--- src/rtl/seg_scan_pkg.sv ---
// Shared types and constants for the seven-segment scan controller.
package seg_scan_pkg;

    localparam int DIGIT_W = 4;

    typedef enum logic {
        BLANK = 1'b0,
        DWELL = 1'b1
    } scan_state_t;

    // Larger of two integers, used to size the shared interval counter.
    function automatic int max_int(input int a, input int b);
        if (a > b) begin
            return a;
        end else begin
            return b;
        end
    endfunction

endpackage

--- src/rtl/seg_scan_ctrl_timer.sv ---
// Loadable down counter that saturates at zero and flags it; one instance
// times both the blanking and the dwell intervals.
module scan_timer #(
    parameter int               CNT_W     = 8,
    parameter logic [CNT_W-1:0] RESET_VAL = '0
) (
    input  logic             clk,
    input  logic             reset,
    input  logic             load,
    input  logic [CNT_W-1:0] load_val,
    output logic             zero
);

    logic [CNT_W-1:0] cnt_r;

    // Count down toward zero, reloading whenever the owner asks.
    always_ff @(posedge clk) begin
        if (reset) begin
            cnt_r <= RESET_VAL;
        end else if (load) begin
            cnt_r <= load_val;
        end else if (cnt_r != {CNT_W{1'b0}}) begin
            cnt_r <= cnt_r - CNT_W'(1'b1);
        end else begin
            cnt_r <= cnt_r;
        end
    end

    assign zero = (cnt_r == {CNT_W{1'b0}});

endmodule

--- src/rtl/seg_scan_ctrl.sv ---
// Multiplexed seven-segment scan controller: double-buffered digit word,
// one active-low enable per digit, blanking before every dwell, and buffer
// swaps only at frame boundaries so a frame never mixes old and new digits.
module seg_scan_ctrl
    import seg_scan_pkg::*;
#(
    parameter int NUM_DIGITS   = 2,
    parameter int DWELL_CYCLES = 24000,
    parameter int BLANK_CYCLES = 480
) (
    input  logic                          clk,
    input  logic                          reset,
    input  logic                          load_valid,
    output logic                          load_ready,
    input  logic [DIGIT_W*NUM_DIGITS-1:0] load_digits,
    output logic [DIGIT_W-1:0]            digit_val,
    output logic [NUM_DIGITS-1:0]         digit_en_n,
    output logic                          frame_start
);

    localparam int WORD_W  = DIGIT_W * NUM_DIGITS;
    localparam int MAX_CYC = max_int(DWELL_CYCLES, BLANK_CYCLES);
    localparam int CNT_W   = $clog2(MAX_CYC + 1);
    localparam int IDX_W   = $clog2(NUM_DIGITS);

    localparam logic [CNT_W-1:0] BLANK_LOAD = CNT_W'(BLANK_CYCLES - 1);
    localparam logic [CNT_W-1:0] DWELL_LOAD = CNT_W'(DWELL_CYCLES - 1);
    localparam logic [IDX_W-1:0] LAST_IDX   = IDX_W'(NUM_DIGITS - 1);

    scan_state_t       state_r;
    scan_state_t       state_next_s;
    logic [IDX_W-1:0]  idx_r;
    logic [IDX_W-1:0]  idx_next_s;
    logic              timer_zero_s;
    logic              timer_load_s;
    logic [CNT_W-1:0]  timer_load_val_s;
    logic              frame_start_s;
    logic              copy_s;
    logic              accept_s;
    logic [WORD_W-1:0] shadow_r;
    logic [WORD_W-1:0] active_r;
    logic              pending_r;
    logic [NUM_DIGITS-1:0] digit_en_n_s;

    scan_timer #(
        .CNT_W     (CNT_W),
        .RESET_VAL (BLANK_LOAD)
    ) u_timer (
        .clk      (clk),
        .reset    (reset),
        .load     (timer_load_s),
        .load_val (timer_load_val_s),
        .zero     (timer_zero_s)
    );

    // Next-state logic: alternate blank/dwell, advance the digit after each dwell.
    always_comb begin
        state_next_s     = state_r;
        idx_next_s       = idx_r;
        timer_load_s     = 1'b0;
        timer_load_val_s = BLANK_LOAD;
        frame_start_s    = 1'b0;
        case (state_r)
            BLANK: begin
                if (timer_zero_s) begin
                    state_next_s     = DWELL;
                    timer_load_s     = 1'b1;
                    timer_load_val_s = DWELL_LOAD;
                    frame_start_s    = (idx_r == {IDX_W{1'b0}});
                end else begin
                    state_next_s = BLANK;
                end
            end
            DWELL: begin
                if (timer_zero_s) begin
                    state_next_s     = BLANK;
                    timer_load_s     = 1'b1;
                    timer_load_val_s = BLANK_LOAD;
                    if (idx_r == LAST_IDX) begin
                        idx_next_s = {IDX_W{1'b0}};
                    end else begin
                        idx_next_s = idx_r + IDX_W'(1'b1);
                    end
                end else begin
                    state_next_s = DWELL;
                end
            end
            default: begin
                state_next_s     = BLANK;
                idx_next_s       = {IDX_W{1'b0}};
                timer_load_s     = 1'b1;
                timer_load_val_s = BLANK_LOAD;
            end
        endcase
    end

    // A swap needs both a frame boundary and a waiting word; acceptance needs room.
    always_comb begin
        copy_s   = frame_start_s & pending_r;
        accept_s = load_valid & ~pending_r;
    end

    // Scan state and digit index registers.
    always_ff @(posedge clk) begin
        if (reset) begin
            state_r <= BLANK;
            idx_r   <= {IDX_W{1'b0}};
        end else begin
            state_r <= state_next_s;
            idx_r   <= idx_next_s;
        end
    end

    // Double buffer: shadow takes new words, active is swapped only at frame start.
    always_ff @(posedge clk) begin
        if (reset) begin
            shadow_r  <= {WORD_W{1'b0}};
            active_r  <= {WORD_W{1'b0}};
            pending_r <= 1'b0;
        end else if (copy_s) begin
            active_r  <= shadow_r;
            pending_r <= 1'b0;
        end else if (accept_s) begin
            shadow_r  <= load_digits;
            pending_r <= 1'b1;
        end else begin
            pending_r <= pending_r;
        end
    end

    // Enable decode: all dark while blanking, exactly the current digit while dwelling.
    always_comb begin
        digit_en_n_s = {NUM_DIGITS{1'b1}};
        if (state_r == DWELL) begin
            digit_en_n_s[idx_r] = 1'b0;
        end else begin
            digit_en_n_s = {NUM_DIGITS{1'b1}};
        end
    end

    assign digit_en_n  = digit_en_n_s;
    assign digit_val   = active_r[int'(idx_r)*DIGIT_W +: DIGIT_W];
    assign load_ready  = ~pending_r;
    assign frame_start = frame_start_s;

endmodule

--- config.mk ---
export PLATFORM = sky130hd
export DESIGN_NAME = seg_scan_ctrl
export DESIGN_NICKNAME = d
export VERILOG_FILES = /design/src/rtl/seg_scan_pkg.sv /design/src/rtl/seg_scan_ctrl_timer.sv /design/src/rtl/seg_scan_ctrl.sv
export SDC_FILE = /design/constraint.sdc
export NUM_CORES = 1
export LEC_CHECK = 0
export CORE_UTILIZATION = 49
export DETAILED_ROUTE_END_ITERATION = 10
export GPL_ROUTABILITY_DRIVEN = 0
export PLACE_DENSITY = 0.74
export SYNTH_ARGS = -nofsm -noshare
export SYNTH_HDL_FRONTEND = slang
export SYNTH_SLANG_ARGS = --single-unit
--- constraint.sdc ---
create_clock -name clk -period 1.6 [get_ports clk]
set_clock_uncertainty 0.05 [all_clocks]
set_input_delay 0.24 -clock clk [delete_from_list [all_inputs] [get_ports clk]]
set_output_delay 0.24 -clock clk [all_outputs]
set_load 0.02 [all_outputs]
Yosys cells after proc, flatten, opt, wreduce, memory -nomap -nowiden
Cells that the tools add are included.
{ "op_classes": {"n_shift": 1, "add_sub_neg": 2, "n_lt_le_gt_ge": 2, "reduce_logical": 7, "bitwise": 7, "mux": 13} }
{ "op_table": {"columns": ["cell", "count"], "rows": [
  ["2-to-1 mux 15 bit", 3],
  ["case mux 15 bit (2 select lines)", 1],
  ["zero test 15 bit", 1],
  ["nonzero test 15 bit", 1],
  ["subtractor 15 x 1 -> 15 bit (second input constant)", 1],
  ["indexed part select 8 x 4 -> 4 bit", 1],
  ["2-to-1 mux 1 bit", 6],
  ["inverter 1 bit", 4],
  ["AND reduction 2 bit", 2],
  ["AND 1 bit", 2],
  ["less-than comparator 1 x 2 -> 1 bit (second input constant)", 1],
  ["2-to-1 mux 2 bit", 1],
  ["inverter 2 bit", 1],
  ["case mux 1 bit (2 select lines)", 1],
  ["nonzero test 2 bit", 1],
  ["OR reduction 2 bit", 1],
  ["adder 1 bit (second input constant)", 1],
  ["demux 1 bit (select 1 bit)", 1],
  [">= comparator 1 bit (second input constant)", 1],
  ["logical AND 1 bit", 1]
]} }
{ "word_totals": {"reg_bits": 34, "inputBits": 11} }

Longest topological paths before layout
{ "depth": {"ltp_word": 6, "depth_mapped": 8, "depth_no_buf": 8} }

Hierarchy
From an unflattened synthesis, not the netlist that was laid out.
{ "hier_totals": {"hier_cells": 173, "hier_area_um2": 1692.9} }
{ "modules_own_cells": {"columns": ["mod", "area_each_um2", "instances", "cells_per_inst"], "rows": [
  ["scan_timer", 894.6, 1, 95],
  ["seg_scan_ctrl", 798.3, 1, 78]
]} }

Least setup slack after synthesis
OpenSTA, ideal clock, no wires.
{ "synth_path": {"path_type": "register to output", "start": "register u_timer.cnt_r[5]", "end": "output frame_start", "slack_ns": -0.101, "stages_incl_launch_ff": 4, "n_path_buf": 0, "arrival_time_ns": 1.411, "path_cell_list": "dfxtp_1 -> nor4_4 -> nand4_4 -> nor3_1"} }
{ "synth_between": {"elab_chain_cells": 3} }
{ "synth_rtl": {"columns": ["item", "line", "rtl"], "rows": [
  ["start, declared", "seg_scan_ctrl_timer.sv:14", "logic [CNT_W-1:0] cnt_r;"],
  ["start signal, assigned", "seg_scan_ctrl_timer.sv:21", "cnt_r <= load_val;"],
  ["start signal, assigned", "seg_scan_ctrl_timer.sv:23", "cnt_r <= cnt_r - CNT_W'(1'b1);"],
  ["start signal, assigned", "seg_scan_ctrl_timer.sv:25", "cnt_r <= cnt_r;"],
  ["zero test 15 bit", "seg_scan_ctrl_timer.sv:29", "assign zero = (cnt_r == {CNT_W{1'b0}});"],
  ["2-to-1 mux 1 bit", "seg_scan_ctrl.sv:65", "if (timer_zero_s) begin"],
  ["2-to-1 mux 1 bit", "seg_scan_ctrl.sv:63", "case (state_r)"],
  ["end, declared", "seg_scan_ctrl.sv:18", "output logic frame_start"]
]} }
Every way passes these cells.

Final worst setup path
{ "layout_path": {"start": "register u_timer.cnt_r[13]", "end": "output frame_start"} }
Same word-level chain as after synthesis.

==> flow_metrics.py <==
metrics = {
    "cells_and_area": {
        "ff_latch_area_um2": 688.2,
        "nFillCells": 244,
        "antenna_cells": 0,
        "num-nets-final": 219,
        "final_layout_size_suffix_gt1_share_pct": 30.58,
        "area_delta_synth_final_pct": 33.95,
        "multi_input_area_um2": 863.3,
    },
    "yosys": {
        "synth_edf_count": 0,
        "ys.flop_type": "dfxtp_1",
        "yosysWarnings": 0,
        "yosysUniqueCellTypes": 27,
        "synth_nets": 172,
        "async_flop_share_pct": 0,
        "syn_area_um2": 1551,
        "synth_top_area_cell": "dfxtp_1",
        "postSynthAreaPerCell_um2": 9.820,
        "synth_top_area_share_pct": 43.87,
        "ys_seq_area_share_pct": 43.87,
        "netlist_instances": 158,
        "ys_ff_latch": 34,
        "netlist_top_cells_count": "34 x dfxtp_1, 18 x nand2b_1, 16 x mux2i_1",
        "synth.area.top_cells": "dfxtp_1 44%, mux2i_1 10%, nand2b_1 7.3%",
        "synth.most_common_cell": "dfxtp_1",
    },
    "pwr": {
        "power_density_nw_per_um2": 723.9,
        "ir_drop_mv": 0.5160,
        "cellLeakagePower_uw": 0.0008214,
        "finalPower_uw": 1505,
    },
    "die": {
        "core_um2": 3028,
        "ios": 19,
        "die_w_um": 58.27,
        "rows": 20,
        "dieArea_um2": 3395,
        "die_h_um": 58.27,
        "initial_core_util_pct": 51.24,
    },
    "route": {
        "wl_per_cell_um": 13.14,
        "via_count": 1227,
        "dr.pass1.iters": 4,
        "antenna_left": 0,
        "drt_wl_total_um": 3285,
        "drc": 0,
        "drtIter0Drc": 60,
        "viasPerCell": 4.908,
    },
    "hold_path": {
        "hold_path_class": "reg -> reg",
    },
    "place": {
        "port_buffers": 18,
        "dp_slack_ns": -0.2840,
        "hpwl_um": 2254,
    },
    "job": {
        "cap_violations": 0,
    },
    "timing": {
        "min_period_ns": 1.759,
        "worst_slew_pin_slew_ns": 0.3725,
        "fmax_mhz": 568.5,
        "slew_headroom_pct": 74.97,
        "timing.final.ws_setup_ns": -0.1591,
        "worst_hold_slack_ns": 0.4293,
        "rsz0062_at_grt": "yes",
        "hold_violations": 0,
        "fin_crit_sh_pct": 109.9,
        "setup_viol": 15,
        "final-max-slew-violation-count": 0,
    },
    "grt": {
        "grt_pass1_wl_um": 5126,
        "grt_pass1_vias": 1153,
        "grt_max_degree": 28,
        "antenna_found_initial": 0,
        "grt_usage_pct": 20.44,
        "grt.overflow.total": 0,
    },
    "setup_path": {
        "crit_path_max_fanout": 2,
        "arrival_ns": 1.47,
        "crit_type": "reg -> out",
        "r2r_setup_slack_ns": -0.11,
        "worst_setup_path_start_kind": "flop",
        "end_kind": "primary output",
        "required_ns": 1.31,
    },
    "clock_tree": {
        "cts_htree_levels": 2,
        "clock-sinks": 34,
        "clock_latency_ns": 0.33,
        "clkSlewWorstSetupHoldPaths_ns": 0.10,
        "cts_buffer_depth": 2,
        "ctsRootBufferMaster": "clkbuf_4",
        "cts_tree": "done",
        "numCtsBuffers": 5,
    },
    "status": {
        "status": "complete, but fails checks",
        "violations": "negative setup slack",
    },
}
-- flip-flops by register name (all words and copies together) (netlist names) --
| register | cells |
|---|---|
| active_r | 8 |
| u_timer.cnt_r | 15 |
| idx_r | 1 |
| state_r | 1 |
| pending_r | 1 |
| shadow_r | 8 |
-- layer usage --
layer | part of all wire (%) | up-vias | GRT usage, %
met2 | 50 | 23 | 34.48
li1 | - | 628 | -
met3 | 3.9 | 9 | 6.027
met5 | 0 | - | 0
met1 | 45 | 567 | 24.51
met4 | 1.7 | 0 | 7.823
-- cell type report --
| class | count | area share (%) |
|---|---|---|
| multi-input combinational | 112 | 41.54 |
| sequential | 34 | 33.11 |
| timing repair buffer | 48 | 19.08 |
| clock buffer | 7 | 2.649 |
| tap | 44 | 2.649 |
| inverter | 4 | 0.7225 |
| clock inverter | 1 | 0.2408 |
-- report_power, final --
| part | internal, uW | switching (uW) |
|---|---|---|
| registers | 865 | 12.1 |
| clock network | 213 | 279 |
| logic | 74.5 | 60.9 |
-- path summary, 6_finish.rpt --
| kind | from | end | cells past startpoint |
|---|---|---|---|
| worst max register to register | u_timer.cnt_r[13] | active_r[7] | 7 |
| worst min-delay path | shadow_r[6] | active_r[6] | 2 |
| worst max-delay path | u_timer.cnt_r[13] | frame_start | 5 |
| worst min register to register | shadow_r[6] | active_r[6] | 2 |
-- cells by family (layout without fill, tap and decap cells) --
group / Yosys count / in the layout / synth area share (%)
xor+xnor: 13 / 13 / 7.339
simple gates: 68 / 68 / 26.77
compound gates: 8 / 8 / 2.903
buf+inv: 12 / 60 / 3.467
flops: 34 / 34 / 43.87
mux: 20 / 20 / 13.23
fa+ha+maj: 3 / 3 / 2.420
-- stage by stage --
stage                     area (um2)  instances  utilization, %  setup TNS (ns)
after global placement          1956        239           64.59          -1.134
after detailed placement        1956        239           64.59          -1.702
after floorplan                 1556        158               -               0
after CTS                       2037        250           67.27          -1.605
final                           2078        250           68.64          -1.177
after global routing            2078        250           68.64          -2.548
-- placed cells by master, fill, tap and decap left out, types with 3 or more instances in the layout --
| cell type | instances |
|---|---|
| dfxtp_1 | 30 |
| buf_4 | 29 |
| nand2b_1 | 18 |
| mux2i_1 | 16 |
| nor2_1 | 14 |
| nand2_1 | 11 |
| xor2_1 | 10 |
| clkdlybuf4s50_1 | 10 |
| nor3_1 | 5 |
| clkbuf_4 | 5 |
| inv_1 | 4 |
| nand3_1 | 4 |
| buf_6 | 4 |
| nor4_4 | 3 |
| nand4_1 | 3 |
| o21ai_0 | 3 |
| xnor2_1 | 3 |
| ha_1 | 3 |
| dfxtp_2 | 3 |
-- worst max-delay path, stage by stage, from the launching register on --
cell     delay (ns)
dfxtp_2        0.34
nor4_2         0.26
buf_4          0.16
nand4_4        0.10
nor3_2         0.12
buf_4          0.16
-- repair_timing --
item | CTS | global route
hold buffers | 0 | 0
setup endpoints to repair | 29 | 30
buffers inserted | 2 | 0
gates resized for setup | 32 | 19
pin swaps | 1 | 0
cloned | 1 | 0
Power figures use the tool's default switching activity.
